==> src/rtl/axis_pkg.sv <==
// axis_pkg: shared FSM state type and counter width for the AXI-Stream packet arbiter
package axis_pkg;
  typedef enum logic {IDLE, XFER} t_axis_arb_state;
  localparam int AXIS_ARB_CNT_W = 16;
endpackage

==> src/rtl/axis_rr_sel.sv <==
// axis_rr_sel: combinational round-robin pick, first requester at or above ptr with wrap-around
//   req    : per-port request vector
//   ptr    : index where the search starts
//   gnt_id : winning index (0 when nothing requests)
//   gnt_vld: at least one request present
module axis_rr_sel #(
  parameter int NUM_PORTS = 4,
  localparam int IW = $clog2(NUM_PORTS)
) (
  input  logic [NUM_PORTS-1:0] req,
  input  logic [IW-1:0]        ptr,
  output logic [IW-1:0]        gnt_id,
  output logic                 gnt_vld
);
  logic [IW-1:0] idx;
  // Walk offsets from farthest to nearest so the nearest requester is the last one written.
  always_comb begin
    gnt_id = '0;
    gnt_vld = 1'b0;
    idx = '0;
    for (int k = NUM_PORTS - 1; k >= 0; k--) begin
      idx = IW'((int'(ptr) + k) % NUM_PORTS);
      if (req[idx]) begin
        gnt_id = idx;
        gnt_vld = 1'b1;
      end
    end
  end
endmodule

==> src/rtl/axis_arb.sv <==
// axis_arb: packet-granular round-robin arbiter merging NUM_PORTS AXI-Stream inputs into one registered output
//   clk, rst (async, active-low)
//   s_data/s_keep/s_user/s_last/s_valid : per-port slave streams, port i at slice i; s_ready back to each port
//   m_data/m_keep/m_user/m_last/m_valid : merged stream, one register stage; m_ready from downstream
//   grant_id : port owning the output (meaningful while busy); busy : a packet is locked
//   pkt_cnt  : per-port completed-packet counters, present only with AXIS_ARB_STATS_EN defined
module axis_arb
  import axis_pkg::*;
#(
  parameter int NUM_PORTS  = 4,
  parameter int DATA_WIDTH = 32,
  parameter int USER_WIDTH = 2
) (
  input  logic                              clk,
  input  logic                              rst,
  input  logic [NUM_PORTS*DATA_WIDTH-1:0]   s_data,
  input  logic [NUM_PORTS*DATA_WIDTH/8-1:0] s_keep,
  input  logic [NUM_PORTS*USER_WIDTH-1:0]   s_user,
  input  logic [NUM_PORTS-1:0]              s_last,
  input  logic [NUM_PORTS-1:0]              s_valid,
  output logic [NUM_PORTS-1:0]              s_ready,
  output logic [DATA_WIDTH-1:0]             m_data,
  output logic [DATA_WIDTH/8-1:0]           m_keep,
  output logic [USER_WIDTH-1:0]             m_user,
  output logic                              m_last,
  output logic                              m_valid,
  input  logic                              m_ready,
  output logic [$clog2(NUM_PORTS)-1:0]      grant_id,
  output logic                              busy
`ifdef AXIS_ARB_STATS_EN
  ,
  output logic [NUM_PORTS*AXIS_ARB_CNT_W-1:0] pkt_cnt
`endif
);
  localparam int IW = $clog2(NUM_PORTS);
  localparam int KW = DATA_WIDTH / 8;
  t_axis_arb_state state_q, state_d;
  logic [IW-1:0] rr_ptr_q, rr_ptr_d, grant_q, grant_d, sel_id;
  logic sel_vld, acc, acc_last;
  logic m_valid_q, m_valid_d, m_last_q, m_last_d;
  logic [DATA_WIDTH-1:0] m_data_q, m_data_d;
  logic [KW-1:0] m_keep_q, m_keep_d;
  logic [USER_WIDTH-1:0] m_user_q, m_user_d;
  logic [DATA_WIDTH-1:0] d_arr [NUM_PORTS];
  logic [KW-1:0] k_arr [NUM_PORTS];
  logic [USER_WIDTH-1:0] u_arr [NUM_PORTS];
  for (genvar i = 0; i < NUM_PORTS; i++) begin : g_unpack
    assign d_arr[i] = s_data[i*DATA_WIDTH +: DATA_WIDTH];
    assign k_arr[i] = s_keep[i*KW +: KW];
    assign u_arr[i] = s_user[i*USER_WIDTH +: USER_WIDTH];
  end
  axis_rr_sel #(.NUM_PORTS(NUM_PORTS)) u_rr_sel (
    .req(s_valid),
    .ptr(rr_ptr_q),
    .gnt_id(sel_id),
    .gnt_vld(sel_vld)
  );
  // Only the granted port may see ready, and only when the output register can take a beat.
  always_comb begin
    s_ready = '0;
    s_ready[grant_q] = (state_q == XFER) && (!m_valid_q || m_ready);
  end
  assign acc = s_valid[grant_q] && s_ready[grant_q];
  assign acc_last = acc && s_last[grant_q];
  always_comb begin
    state_d = state_q;
    rr_ptr_d = rr_ptr_q;
    grant_d = grant_q;
    if (state_q == IDLE && sel_vld) begin
      state_d = XFER;
      grant_d = sel_id;
    end
    if (acc_last) begin
      state_d = IDLE;
      rr_ptr_d = (grant_q == IW'(NUM_PORTS - 1)) ? '0 : grant_q + 1'b1;
    end
  end
  always_comb begin
    m_valid_d = acc || (m_valid_q && !m_ready);
    m_data_d = acc ? d_arr[grant_q] : m_data_q;
    m_keep_d = acc ? k_arr[grant_q] : m_keep_q;
    m_user_d = acc ? u_arr[grant_q] : m_user_q;
    m_last_d = acc ? s_last[grant_q] : m_last_q;
  end
  always_ff @(posedge clk or negedge rst) begin
    if (!rst) begin
      state_q <= IDLE;
      rr_ptr_q <= '0;
      grant_q <= '0;
      m_valid_q <= 1'b0;
      m_last_q <= 1'b0;
      m_data_q <= '0;
      m_keep_q <= '0;
      m_user_q <= '0;
    end else begin
      state_q <= state_d;
      rr_ptr_q <= rr_ptr_d;
      grant_q <= grant_d;
      m_valid_q <= m_valid_d;
      m_last_q <= m_last_d;
      m_data_q <= m_data_d;
      m_keep_q <= m_keep_d;
      m_user_q <= m_user_d;
    end
  end
  assign m_valid = m_valid_q;
  assign m_last = m_last_q;
  assign m_data = m_data_q;
  assign m_keep = m_keep_q;
  assign m_user = m_user_q;
  assign grant_id = grant_q;
  assign busy = (state_q == XFER);
`ifdef AXIS_ARB_STATS_EN
  for (genvar i = 0; i < NUM_PORTS; i++) begin : g_cnt
    logic [AXIS_ARB_CNT_W-1:0] cnt_q, cnt_d;
    always_comb cnt_d = cnt_q + AXIS_ARB_CNT_W'(acc_last && grant_q == IW'(i));
    always_ff @(posedge clk or negedge rst) begin
      if (!rst) cnt_q <= '0;
      else cnt_q <= cnt_d;
    end
    assign pkt_cnt[i*AXIS_ARB_CNT_W +: AXIS_ARB_CNT_W] = cnt_q;
  end
`endif
endmodule
==> config.mk <==
export PLATFORM = sky130hd
export DESIGN_NAME = axis_arb
export DESIGN_NICKNAME = d
export VERILOG_FILES = /design/src/rtl/axis_pkg.sv /design/src/rtl/axis_rr_sel.sv /design/src/rtl/axis_arb.sv
export SDC_FILE = /design/constraint.sdc
export NUM_CORES = 1
export LEC_CHECK = 0
export BUFFER_PORTS_ARGS = -buffer_cell sky130_fd_sc_hd__buf_2
export CORE_MARGIN = 2
export CORE_UTILIZATION = 33
export CTS_CLUSTER_SIZE = 25
export DETAILED_ROUTE_END_ITERATION = 16
export PLACE_DENSITY_LB_ADDON = 0.25
export REMOVE_ABC_BUFFERS = 1
export SLEW_MARGIN = 10
export SYNTH_ARGS = -nofsm -noshare
export SYNTH_HDL_FRONTEND = slang
export SYNTH_SLANG_ARGS = --single-unit
export TNS_END_PERCENT = 1
==> constraint.sdc <==
create_clock -name clk -period 1.8 [get_ports clk]
set_input_delay 0.09 -clock clk [delete_from_list [all_inputs] [get_ports clk]]
set_output_delay 0.09 -clock clk [all_outputs]
set_load 0.005 [all_outputs]
# Word-level counts from Yosys, hierarchy flattened
# Cells that the tools add are included.
[totals]
ramBits = 0
mem_bits_ro = 0
input_bits = 163
latchBits = 0
elab_cells = 70
output_inout_bits = 47
register_bits = 45
memories = 0
[op_classes]
eq_ne = 1
n_addsub = 4
n_shift = 0
n_div = 0
n_lt_le_gt_ge = 7
bitwise_logic = 3
reduce_logical = 11
mul = 0
mux = 36
[op_table]
columns = ["operator", "n"]
rows = [
  ["binary-select mux 32 bit (select 2 bit)", 1],
  ["2-to-1 mux 32 bit", 2],
  ["< comparator 2 x 3 -> 1 bit, second input constant", 5],
  ["binary-select mux 1 bit (select 2 bit)", 7],
  ["2-to-1 mux 1 bit", 14],
  ["2-to-1 mux 2 bit", 7],
  ["binary-select mux 4 bit (select 2 bit)", 1],
  ["2-to-1 mux 4 bit", 2],
  ["logical AND 1 bit", 6],
  ["adder 2 x 1 -> 2 bit, second input constant", 2],
  ["adder 2 bit, second input constant", 2],
  ["AND 4 bit", 1],
  ["binary-select mux 2 bit (select 2 bit)", 1],
  [">= comparator 3 bit, second input constant", 1],
  ["NOT 2 -> 3 bit", 1],
  ["demux 1 bit (select 2 bit)", 1],
  ["equality test 2 bit, second input constant", 1],
  [">= comparator 2 x 1 -> 1 bit, second input constant", 1],
  ["zero test 1 bit", 2],
  ["logical OR 1 bit", 2],
  ["nonzero test 2 bit", 1],
  ["NOT 1 bit", 1],
]

# Longest topological paths before layout
# Gate-level depths: netlist (run 1).
[logic_depth]
word_depth = 10
ltp_mapped = 9
depth_no_buf = 6

# Hierarchy
# Synthesis (run 1) repeated with hierarchy kept, for this count alone.
[hier_totals]
cells_unflattened = 190
area_unflattened_um2 = 2901.5
[by_module_without_submodules]
columns = ["module", "seq_area_each_um2", "instances", "area_each_um2", "cells_each"]
rows = [
  ["axis_arb", 1126.1, 1, 2824.0, 177],
  ["axis_rr_sel", 0.0, 1, 77.6, 13],
]

# Least setup slack after synthesis (run 1)
# No wires, ideal clock.
[synth_timing]
kind = "register to register"
from = "register grant_q[0] (netlist: grant_id[0])"
to = "register m_data_q[0] (netlist: m_data[0])"
setup_ns = 0.125
slack_ns = -0.170
t_arrival_ns = 1.845
required_time_ns = 1.675
stages_incl_launch_ff = 10
synth_period_minus_slack_ns = 1.970
cell_sequence = "dfrtp_1 -> buf_6 -> buf_6 -> inv_1 -> ha_1 -> nand2_1 -> o21ai_1 -> a22o_4 -> buf_6 -> mux2_4"
[synth_via]
elab_chain_len = 8
word_cells_on_any_way = 15
classes_between = "order compare (2); mux (9); bitwise (2); reduce/logical (2)"
[synth_rtl]
columns = ["item", "line", "text"]
rows = [
  ["start, declared", "axis_arb.sv:38", "logic [IW-1:0] rr_ptr_q, rr_ptr_d, grant_q, grant_d, sel_id;"],
  ["start signal, assigned", "axis_arb.sv:98", "grant_q <= grant_d;"],
  ["< comparator 2 x 3 -> 1 bit (implied by the code) or >= comparator 2 x 1 -> 1 bit (tied branches)", "axis_arb.sv:61", "s_ready[grant_q] = (state_q == XFER) && (!m_valid_q || m_ready);"],
  ["logical AND 1 bit", "axis_arb.sv:61", ""],
  ["2-to-1 mux 1 bit (implied by the code)", "axis_arb.sv:61", ""],
  ["demux 1 bit (select 2 bit)", "axis_arb.sv:61", ""],
  ["AND 4 bit (no line)", "--", ""],
  ["binary-select mux 1 bit (select 2 bit)", "axis_arb.sv:63", "assign acc = s_valid[grant_q] && s_ready[grant_q];"],
  ["2-to-1 mux 1 bit (implied by the code)", "axis_arb.sv:63", ""],
  ["logical AND 1 bit", "axis_arb.sv:63", ""],
  ["end signal, assigned", "axis_arb.sv:101", "m_data_q <= m_data_d;"],
  ["end, declared", "axis_arb.sv:41", "logic [DATA_WIDTH-1:0] m_data_q, m_data_d;"],
]
# Parallel ways exist; a longest one is shown, timed or not. The select of a mux whose other input is x is not followed.
# A chain may end at the register's enable or synchronous reset.

# Worst setup path in the final report (run 1)
[layout_timing]
from = "register grant_q[0] (netlist: grant_id[0])"
to = "register m_data_q[17] (netlist: m_data[17])"
# The elaborated chain is that of the path after synthesis.

==> results of run 1 <==
## critical path, delay by kind of cell (launching register included)
kind	cells	cell delay [ns]
AOI/OAI and AO/OA	2	0.39
and+or+nand+nor	1	0.14
DFF	1	0.47
muxes	1	0.30
adders and majority gates	1	0.24
buffers and inverters	1	0.18
## flip-flops by register name, summed over array words and instances, names as in the netlist
name	cells
m_data	32
m_keep	4
grant_id	2
m_user	2
rr_ptr_q	2
busy	1
m_last	1
m_valid	1
## layout make-up
class / count / area (sq um)
clock buffer: 6 / 82.6
clock inverter: 2 / 13.8
fill: 791 / 4260
inverter: 5 / 23.8
multi-input combinational: 120 / 1820
sequential: 45 / 1130
tap: 108 / 135
timing repair buffer: 234 / 1350
## cells in the mapped netlist
master / n / area (sq um)
dfrtp_1: 45 / 1130
a22o_4: 1 / 17.5
and3_1: 4 / 25.0
nand2_1: 3 / 11.3
o22ai_1: 1 / 6.26
nor4_1: 1 / 6.26
or2_1: 1 / 6.26
buf_6: 9 / 101
mux2i_1: 2 / 20.0
and2b_1: 1 / 7.51
a21o_1: 1 / 7.51
o21ai_1: 4 / 20.0
nand2b_1: 3 / 18.8
mux2_4: 39 / 586
buf_2: 3 / 15.0
o221ai_1: 1 / 8.76
nor3_2: 2 / 20.0
nand4_1: 1 / 6.26
clkbuf_1: 1 / 3.75
a21oi_1: 2 / 10.0
mux4_2: 38 / 856
nor2_1: 2 / 7.51
ha_1: 4 / 50.1
a21boi_1: 1 / 7.51
nor2b_1: 1 / 6.26
inv_1: 3 / 11.3
o21ai_0: 2 / 10.0
inv_2: 2 / 7.51
nand3_1: 2 / 10.0
a32oi_2: 1 / 16.3
mux2_1: 2 / 22.5
## logic make-up (layout without fill, tap and decap cells)
logic type               count (synthesis)  count (layout)  share of synthesized area
multiplexers                            81              81                      0.490
flip-flops                              45              45                      0.372
AND/OR/NAND/NOR                         21              21                     0.0413
buffers and inverters                   18             247                     0.0459
AO/OA/AOI/OAI                           14              14                     0.0343
adder cells (fa/ha/maj)                  4               4                     0.0165
## power by group
group	internal [mW]	switching, mW	total, mW
sequential	1.54	0.345	1.89
combinational	2.79	1.61	4.39
clock	0.312	0.355	0.667
total	4.64	2.31	6.95
## worst max-delay path by stage
stage / slack (ns) / start / cells after the start / to
floorplan: -1.73 / grant_id[0]$_DFFE_PN0P_ / 5 / m_data[0]$_DFFE_PN0P_
global placement: 0.06 / grant_id[0]$_DFFE_PN0P_ / 4 / m_data[5]$_DFFE_PN0P_
detailed placement: 0.02 / grant_id[0]$_DFFE_PN0P_ / 7 / m_data[24]$_DFFE_PN0P_
CTS: 0.003 / grant_id[0]$_DFFE_PN0P_ / 7 / m_data[24]$_DFFE_PN0P_
global route: -0.10 / grant_id[1]$_DFFE_PN0P_ / 7 / m_data[22]$_DFFE_PN0P_
finish: -0.04 / grant_id[0]$_DFFE_PN0P_ / 6 / m_data[17]$_DFFE_PN0P_
## layer usage
layer,routed length [um],vias to the layer above,share of wire,global-route usage
li1,-,1187,-,-
met1,3380,1262,0.39,0.207
met2,4470,122,0.52,0.294
met3,639,8,0.075,0.0327
met4,67,0,0.0078,0.0285
met5,0,-,0,0
## through the flow
step	utilization	setup WS, ns	total power [mW]	instances	cell area (sq um)
finish	0.517	-0.0448	6.95	520	4550
global route	0.517	-0.104	7.44	520	4550
CTS	0.495	0.00269	6.66	511	4360
detailed placement	0.482	0.0180	5.93	502	4240
global placement	0.482	0.0589	5.86	502	4240
floorplan	-	-1.73	4.49	170	2910
## what timing repair did
| action | in CTS | in global routing |
|---|---|---|
| endpoints found under the hold margin | 24 | 0 |
| hold buffers | 1 | 0 |
| pin swaps | 0 | 6 |
| cloned | 0 | 4 |
| endpoints found under the setup margin | 2 | 38 |
| resized for setup | 2 | 16 |
| buffers inserted | 0 | 5 |
==> flow_summary_export.csv, run 1 <==
group,metric,value,unit
floorplanning,die_h,99.8,um
timing,finalHoldWorstSlack,0.154,ns
synth,yosysSeqAreaShare,0.372,
timing,slew_viol_final,0,
setup_path,worstPathRequired,1.98,ns
setup_path,rr_startpoint,"grant_id[0]$_DFFE_PN0P_",
global_routing,antenna_found_initial,0,
routing,drt_iter0_drc,63,
worst_hold_path,min_from,"s_valid[3]",
worst_hold_path,hold_end,"grant_id[1]$_DFFE_PN0P_",
timing,rsz0062_at_grt,"true",
finish,antennaDiodeCount,0,
setup_path,cp-start-kind,"register",
place,gp_congestion,0.826,
flow_run,cap_violations,0,
finish,drive_gt1_frac,0.811,
timing,min_period,1.84,ns
finish,mostFrequentLayoutCells,"209 x buf_2, 43 x dfrtp_1, 39 x mux2_4, 38 x mux4_2, 14 x buf_4",
synth,netlist_instances,183,
timing,timing.final.ws_setup,-0.0448,ns
status,status,"complete, but fails checks",
routing,wl,8560,um
power,irDropWorstVdd,778,uV
floorplanning,core,0.00881,sq mm
global_routing,grt-ovfl-total,0,
routing,viasPerCell,4.96,
worst_hold_path,worstHoldPathCells,3,
synth,syn_area,0.00303,sq mm
routing,drc,0,
synth,synth_warnings,0,
timing,setup_viol,36,
global_routing,grt_max_degree,27,
place,hpwl,6570,um
clocking,clk_path_buf_depth,2,
timing,finalClockSkew,0.0120,ns
timing,fin_crit_sh,1.02,
routing,drtAntennaViolNets,0,
clocking,numCtsBuffers,5,
synth,ys_seq_elements,45,
clocking,clk_latency,0.30,ns
setup_path,crit_path_cell_trace,"ha_1 > nand3_1 > o21ai_2 > a22o_4 > clkbuf_16 > mux2_4",
synth,synth_area_per_cell,16.5,sq um
global_routing,grt_pass1_wl,13000,um
routing,drtPass1Iterations,4,
floorplanning,num_rows,34,
finish,final_common_cell,"buf_2",
setup_path,rrSetupSlack,-0.04,ns
floorplanning,die-area,0.00996,sq mm
setup_path,reg2reg_to,"m_data[17]$_DFFE_PN0P_",
status,violations,"negative setup slack",
worst_hold_path,hold_class,"primary input to register",
global_routing,grt_pass1_vias,2740,
timing,final.setup.tns,-0.769,ns
clocking,h-tree-depth,2,
floorplanning,start_util,0.344,
timing,fmax,542,MHz
power,power_density,1530,mW/mm^2
clocking,cts-root-buf,"clkbuf_8",
place,portBuffers,209,
clocking,cts_sinks,45,
floorplanning,ios,210,
setup_path,reg2reg_depth,6,
timing,worst_slew_pin_slew,0.584,ns
finish,nets,578,
setup_path,cp_max_fo,7,
finish,area_growth,50.2,%
setup_path,crit_type,"register to register",
synth,synth.distinct_cells,31,
clocking,path_clk_slew,0.09,ns
floorplanning,die_w,99.8,um
global_routing,track_usage,0.163,
setup_path,endpoint_kind,"register",
timing,maxSlewHeadroom,0.611,
timing,finalHoldViolCount,0,
power,power.leakage,2.25,nW
setup_path,max_stage_delay,0.47,ns
routing,dr_total_vias,2579,
setup_path,slowest_stage,"dfrtp_2",
routing,wl_per_cell,16.5,um
setup_path,worstPathArrival,2.02,ns
clocking,cts_tree,"built",
No activity file was read; power rests on OpenSTA's default activity.
==> inputs of run 2 (changes only) <==
--- a/config.mk
+++ b/config.mk
@@ -10,7 +10,7 @@
 export CORE_UTILIZATION = 33
 export CTS_CLUSTER_SIZE = 25
 export DETAILED_ROUTE_END_ITERATION = 16
-export PLACE_DENSITY_LB_ADDON = 0.25
+export PLACE_DENSITY = 0.66
 export REMOVE_ABC_BUFFERS = 1
 export SLEW_MARGIN = 10
 export SYNTH_ARGS = -nofsm -noshare
==> flow_summary_export.csv, run 2 (synthesis results as in run 1) <==
group,metric,value,unit
clocking,numCtsBuffers,5,
timing,worst_slew_pin_slew,0.527,ns
setup_path,endpoint_kind,"register",
setup_path,cp-start-kind,"register",
clocking,clk_path_buf_depth,2,
power,irDropWorstVdd,779,uV
timing,maxSlewHeadroom,0.648,
finish,nets,572,
timing,fmax,559,MHz
power,power_density,1520,mW/mm^2
timing,setup_viol,0,
clocking,clk_latency,0.29,ns
timing,fin_crit_sh,0.994,
finish,area_growth,47.3,%
setup_path,cp_max_fo,17,
clocking,cts-root-buf,"clkbuf_8",
status,status,"finished, final reports clean",
timing,final.setup.tns,0,ns
finish,regArea,0.00113,sq mm
finish,fin_area,0.00446,sq mm
flow_run,cap_violations,0,
clocking,path_clk_slew,0.08,ns
routing,viasPerCell,4.97,
global_routing,grt_pass1_wl,12900,um
finish,antennaDiodeCount,0,
place,place_ws,-0.0186,ns
routing,drtPass1Iterations,4,
finish,mostFrequentLayoutCells,"209 x buf_2, 43 x dfrtp_1, 39 x mux2_4, 38 x mux4_2, 12 x buf_4",
finish,largest_reg_flops,32,
setup_path,worstPathRequired,1.99,ns
place,numPlacedInstances,501,
floorplanning,ios,210,
place,hpwl,6620,um
setup_path,crit_type,"register to register",
finish,final_util,0.507,
timing,slew_viol_final,0,
timing,timing.final.ws_setup,0.0112,ns
floorplanning,core,0.00881,sq mm
global_routing,grt_pass1_vias,2800,
floorplanning,num_rows,34,
routing,drtAntennaViolNets,0,
floorplanning,start_util,0.344,
finish,post_layout_nonfiller_instances,514,
timing,finalHoldWorstSlack,0.160,ns
setup_path,rrSetupSlack,0.01,ns
global_routing,antenna_found_initial,0,
place,gp_congestion,0.831,
routing,drc,0,
floorplanning,die_h,99.8,um
finish,multi_input_comb_area,0.00179,sq mm
clocking,cts_tree,"built",
setup_path,crit_path_cell_trace,"inv_2 > ha_1 > nand2_1 > o21ai_2 > a22o_4 > buf_12 > mux2_4",
finish,drive_gt1_frac,0.800,
place,placed_cell_area,0.00426,sq mm
floorplanning,die_w,99.8,um
routing,dr_total_vias,2557,
clocking,cts_sinks,45,
setup_path,worstPathArrival,1.97,ns
timing,rsz0062_at_grt,"true",
routing,drt_iter0_drc,61,
floorplanning,die-area,0.00996,sq mm
routing,wl_per_cell,15.8,um
routing,wl,8110,um
setup_path,slowest_stage,"dfrtp_2",
timing,finalClockSkew,0.00774,ns
power,power,6.80,mW
place,portBuffers,209,
power,power.leakage,2.20,nW
worst_hold_path,hold_class,"primary input to register",
global_routing,grt-ovfl-total,0,
global_routing,grt_max_degree,26,
timing,min_period,1.79,ns
clocking,h-tree-depth,2,
finish,fillers,794,
timing,finalHoldViolCount,0,
global_routing,track_usage,0.163,
setup_path,max_stage_delay,0.46,ns
finish,final_common_cell,"buf_2",
## run 2: power by group
part | switching, mW | internal, mW
registers | 0.338 | 1.54
logic | 1.51 | 2.62
clock network | 0.341 | 0.451
total | 2.19 | 4.61
## run 2: routing by layer
metal	GRT usage	routed length [um]	up-vias
met2	0.315	4350	134
met1	0.185	3050	1253
li1	-	-	1168
met5	0	0	-
met4	0.0285	20	0
met3	0.0355	690	2
## run 2: worst max-delay path: cells and delay by family (launching register included)
| family | cells | cell delay [ns] |
|---|---|---|
| adder cells (fa/ha/maj) | 1 | 0.16 |
| multiplexers | 1 | 0.31 |
| buffers and inverters | 2 | 0.29 |
| AND/OR/NAND/NOR | 1 | 0.10 |
| AO/OA/AOI/OAI | 2 | 0.35 |
| flip-flops | 1 | 0.46 |
## run 2: cell type report
cell class                 instances  area share
multi-input combinational        120       0.401
sequential                        45       0.253
timing repair buffer             228       0.285
clock inverter                     2     0.00842
inverter                           5     0.00421
tap                              108      0.0303
clock buffer                       6      0.0185
## run 2: path summary, 6_finish.rpt
check	cells past startpoint	start	endpoint
max	7	grant_id[1]$_DFFE_PN0P_	m_data[8]$_DFFE_PN0P_
min	3	s_valid[3]	grant_id[1]$_DFFE_PN0P_
max reg2reg	7	grant_id[1]$_DFFE_PN0P_	m_data[8]$_DFFE_PN0P_
min reg2reg	1	m_data[4]$_DFFE_PN0P_	m_data[4]$_DFFE_PN0P_
max in group asynchronous	3	rst	m_data[7]$_DFFE_PN0P_
min in group asynchronous	2	rst	m_data[8]$_DFFE_PN0P_
## run 2: timing repair
action | 4_1_cts | 5_1_grt
setup endpoints to repair | 22 | 40
hold buffers | 1 | 0
buffers inserted | 0 | 3
hold endpoints to repair | 20 | 0
resized for setup | 3 | 3
cloned | 0 | 1
==> inputs of run 3 (changes only) <==
--- a/config.mk
+++ b/config.mk
@@ -5,7 +5,7 @@
 export SDC_FILE = /design/constraint.sdc
 export NUM_CORES = 1
 export LEC_CHECK = 0
-export BUFFER_PORTS_ARGS = -buffer_cell sky130_fd_sc_hd__buf_2
+export BUFFER_PORTS_ARGS = -buffer_cell sky130_fd_sc_hd__clkbuf_2
 export CORE_MARGIN = 2
 export CORE_UTILIZATION = 33
 export CTS_CLUSTER_SIZE = 25
==> flow_summary_export.csv, run 3 (synthesis results as in run 1) <==
group,metric,value,unit
setup_path,worstPathArrival,1.95,ns
timing,finalHoldWorstSlack,0.190,ns
finish,antennaDiodeCount,0,
finish,mostFrequentLayoutCells,"209 x clkbuf_2, 43 x dfrtp_1, 39 x mux2_4, 38 x mux4_2, 11 x buf_4",
timing,min_period,1.78,ns
clocking,h-tree-depth,2,
floorplanning,die_h,99.8,um
setup_path,worstPathRequired,1.97,ns
status,status,"finished, final reports clean",
routing,drtAntennaViolNets,0,
floorplanning,die-area,0.00996,sq mm
setup_path,crit_family,"flip-flops",
finish,nets,576,
timing,fin_crit_sh,0.990,
setup_path,endpoint_kind,"register",
global_routing,grt_pass1_vias,2705,
global_routing,grt_max_degree,35,
timing,slew_viol_final,0,
global_routing,antenna_found_initial,0,
setup_path,critPathBufInv,2,
routing,wl_per_cell,16.8,um
flow_run,cap_violations,0,
place,hpwl,6770,um
setup_path,cp-start-kind,"register",
clocking,numCtsBuffers,5,
floorplanning,num_rows,34,
setup_path,slowest_stage,"dfrtp_2",
timing,fmax,561,MHz
finish,area_growth,50.7,%
power,power.leakage,2.27,nW
clocking,cts_sinks,45,
floorplanning,core,0.00881,sq mm
setup_path,rrSetupSlack,0.02,ns
power,power,6.94,mW
global_routing,grt_pass1_wl,12800,um
clocking,clk_path_buf_depth,2,
place,portBuffers,209,
timing,finalClockSkew,0.0118,ns
setup_path,crit_path_cell_trace,"inv_4 > ha_4 > nand2_2 > o21ai_2 > a22o_4 > clkbuf_16 > mux2_4",
routing,wl,8650,um
worst_hold_path,hold_class,"primary input to register",
routing,dr_total_vias,2606,
finish,final_common_cell,"clkbuf_2",
clocking,cts-root-buf,"clkbuf_8",
floorplanning,die_w,99.8,um
place,gp_congestion,0.841,
clocking,clk_latency,0.29,ns
timing,finalHoldViolCount,0,
power,power_density,1520,mW/mm^2
timing,worst_slew_pin_slew,0.562,ns
global_routing,grt-ovfl-total,0,
routing,viasPerCell,5.05,
routing,drtPass1Iterations,4,
floorplanning,start_util,0.344,
routing,drt_iter0_drc,37,
timing,maxSlewHeadroom,0.625,
global_routing,track_usage,0.164,
finish,largest_reg_flops,32,
finish,fillers,795,
clocking,path_clk_slew,0.07,ns
timing,rsz0062_at_grt,"true",
floorplanning,ios,210,
routing,drc,0,
power,irDropWorstVdd,659,uV
clocking,cts_tree,"built",
setup_path,max_stage_delay,0.47,ns
finish,drive_gt1_frac,0.811,
setup_path,cp_max_fo,8,
setup_path,crit_type,"register to register",
timing,setup_viol,0,
## run 3: changes by cell type in the layout (fill, tap and decap cells not counted), moves of 2 or more
cell       delta
nand2_1       -2
inv_2         -2
buf_2       -209
ha_1          -2
buf_6         +2
clkbuf_16     +3
inv_4         +2
clkbuf_2    +209
nand2_2       +2
nor3_2        -2
ha_4          +3
nor3_4        +2
## run 3: routing by layer
layer  vias up  routed length (um)  GRT usage
li1       1177                   -          -
met1      1293                3340      0.193
met2       123                4550      0.305
met3        13                 620     0.0369
met4         0                 140     0.0379
met5         -                   0          0
## run 3: power breakdown
group / switching, mW / internal, mW / total (mW)
clock: 0.320 / 0.256 / 0.576
combinational: 1.62 / 2.81 / 4.43
sequential: 0.390 / 1.54 / 1.93
total: 2.33 / 4.61 / 6.94
## run 3: final cells by class
class | count | area (sq um) | share of cell area
sequential | 45 | 1130 | 0.247
timing repair buffer | 232 | 1360 | 0.298
tap | 108 | 135 | 0.0296
clock inverter | 1 | 5.00 | 0.00110
inverter | 5 | 23.8 | 0.00521
clock buffer | 5 | 68.8 | 0.0151
multi-input combinational | 120 | 1840 | 0.403
## run 3: worst min-delay path, stage by stage
cell and delay (ns):
clkbuf_2 0.12, nor2b_1 0.12, o22ai_1 0.09
## run 3: path summary, 6_finish.rpt
path                                              start                 endpoint  cells past startpoint
worst max-delay path            grant_id[1]$_DFFE_PN0P_   m_data[31]$_DFFE_PN0P_                      7
worst min-delay path                         s_valid[3]  grant_id[1]$_DFFE_PN0P_                      3
worst max register to register  grant_id[1]$_DFFE_PN0P_   m_data[31]$_DFFE_PN0P_                      7
worst min register to register    m_data[4]$_DFFE_PN0P_    m_data[4]$_DFFE_PN0P_                      1
max in group asynchronous                           rst   m_data[31]$_DFFE_PN0P_                      3
min in group asynchronous                           rst   m_data[25]$_DFFE_PN0P_                      2
## run 3: what timing repair did
action | 4_1_cts | 5_1_grt
hold buffers | 1 | 0
endpoints found under the setup margin | 0 | 40
endpoints found under the hold margin | 19 | 0
buffers inserted | 0 | 5
resized for setup | 0 | 19
## run 3: stage by stage
| step | setup TNS [ns] | utilization | setup slack (ns) | instance area (sq um) | instances |
|---|---|---|---|---|---|
| global placement | 0 | 0.483 | 0.0617 | 4250 | 500 |
| global route | -1.84 | 0.518 | -0.0632 | 4560 | 516 |
| CTS | 0 | 0.492 | 0.0188 | 4340 | 507 |
| finish | 0 | 0.518 | 0.0179 | 4560 | 516 |
| floorplan | -76.74 | - | -1.73 | 2910 | 170 |
| detailed placement | 0 | 0.483 | 0.0265 | 4250 | 500 |
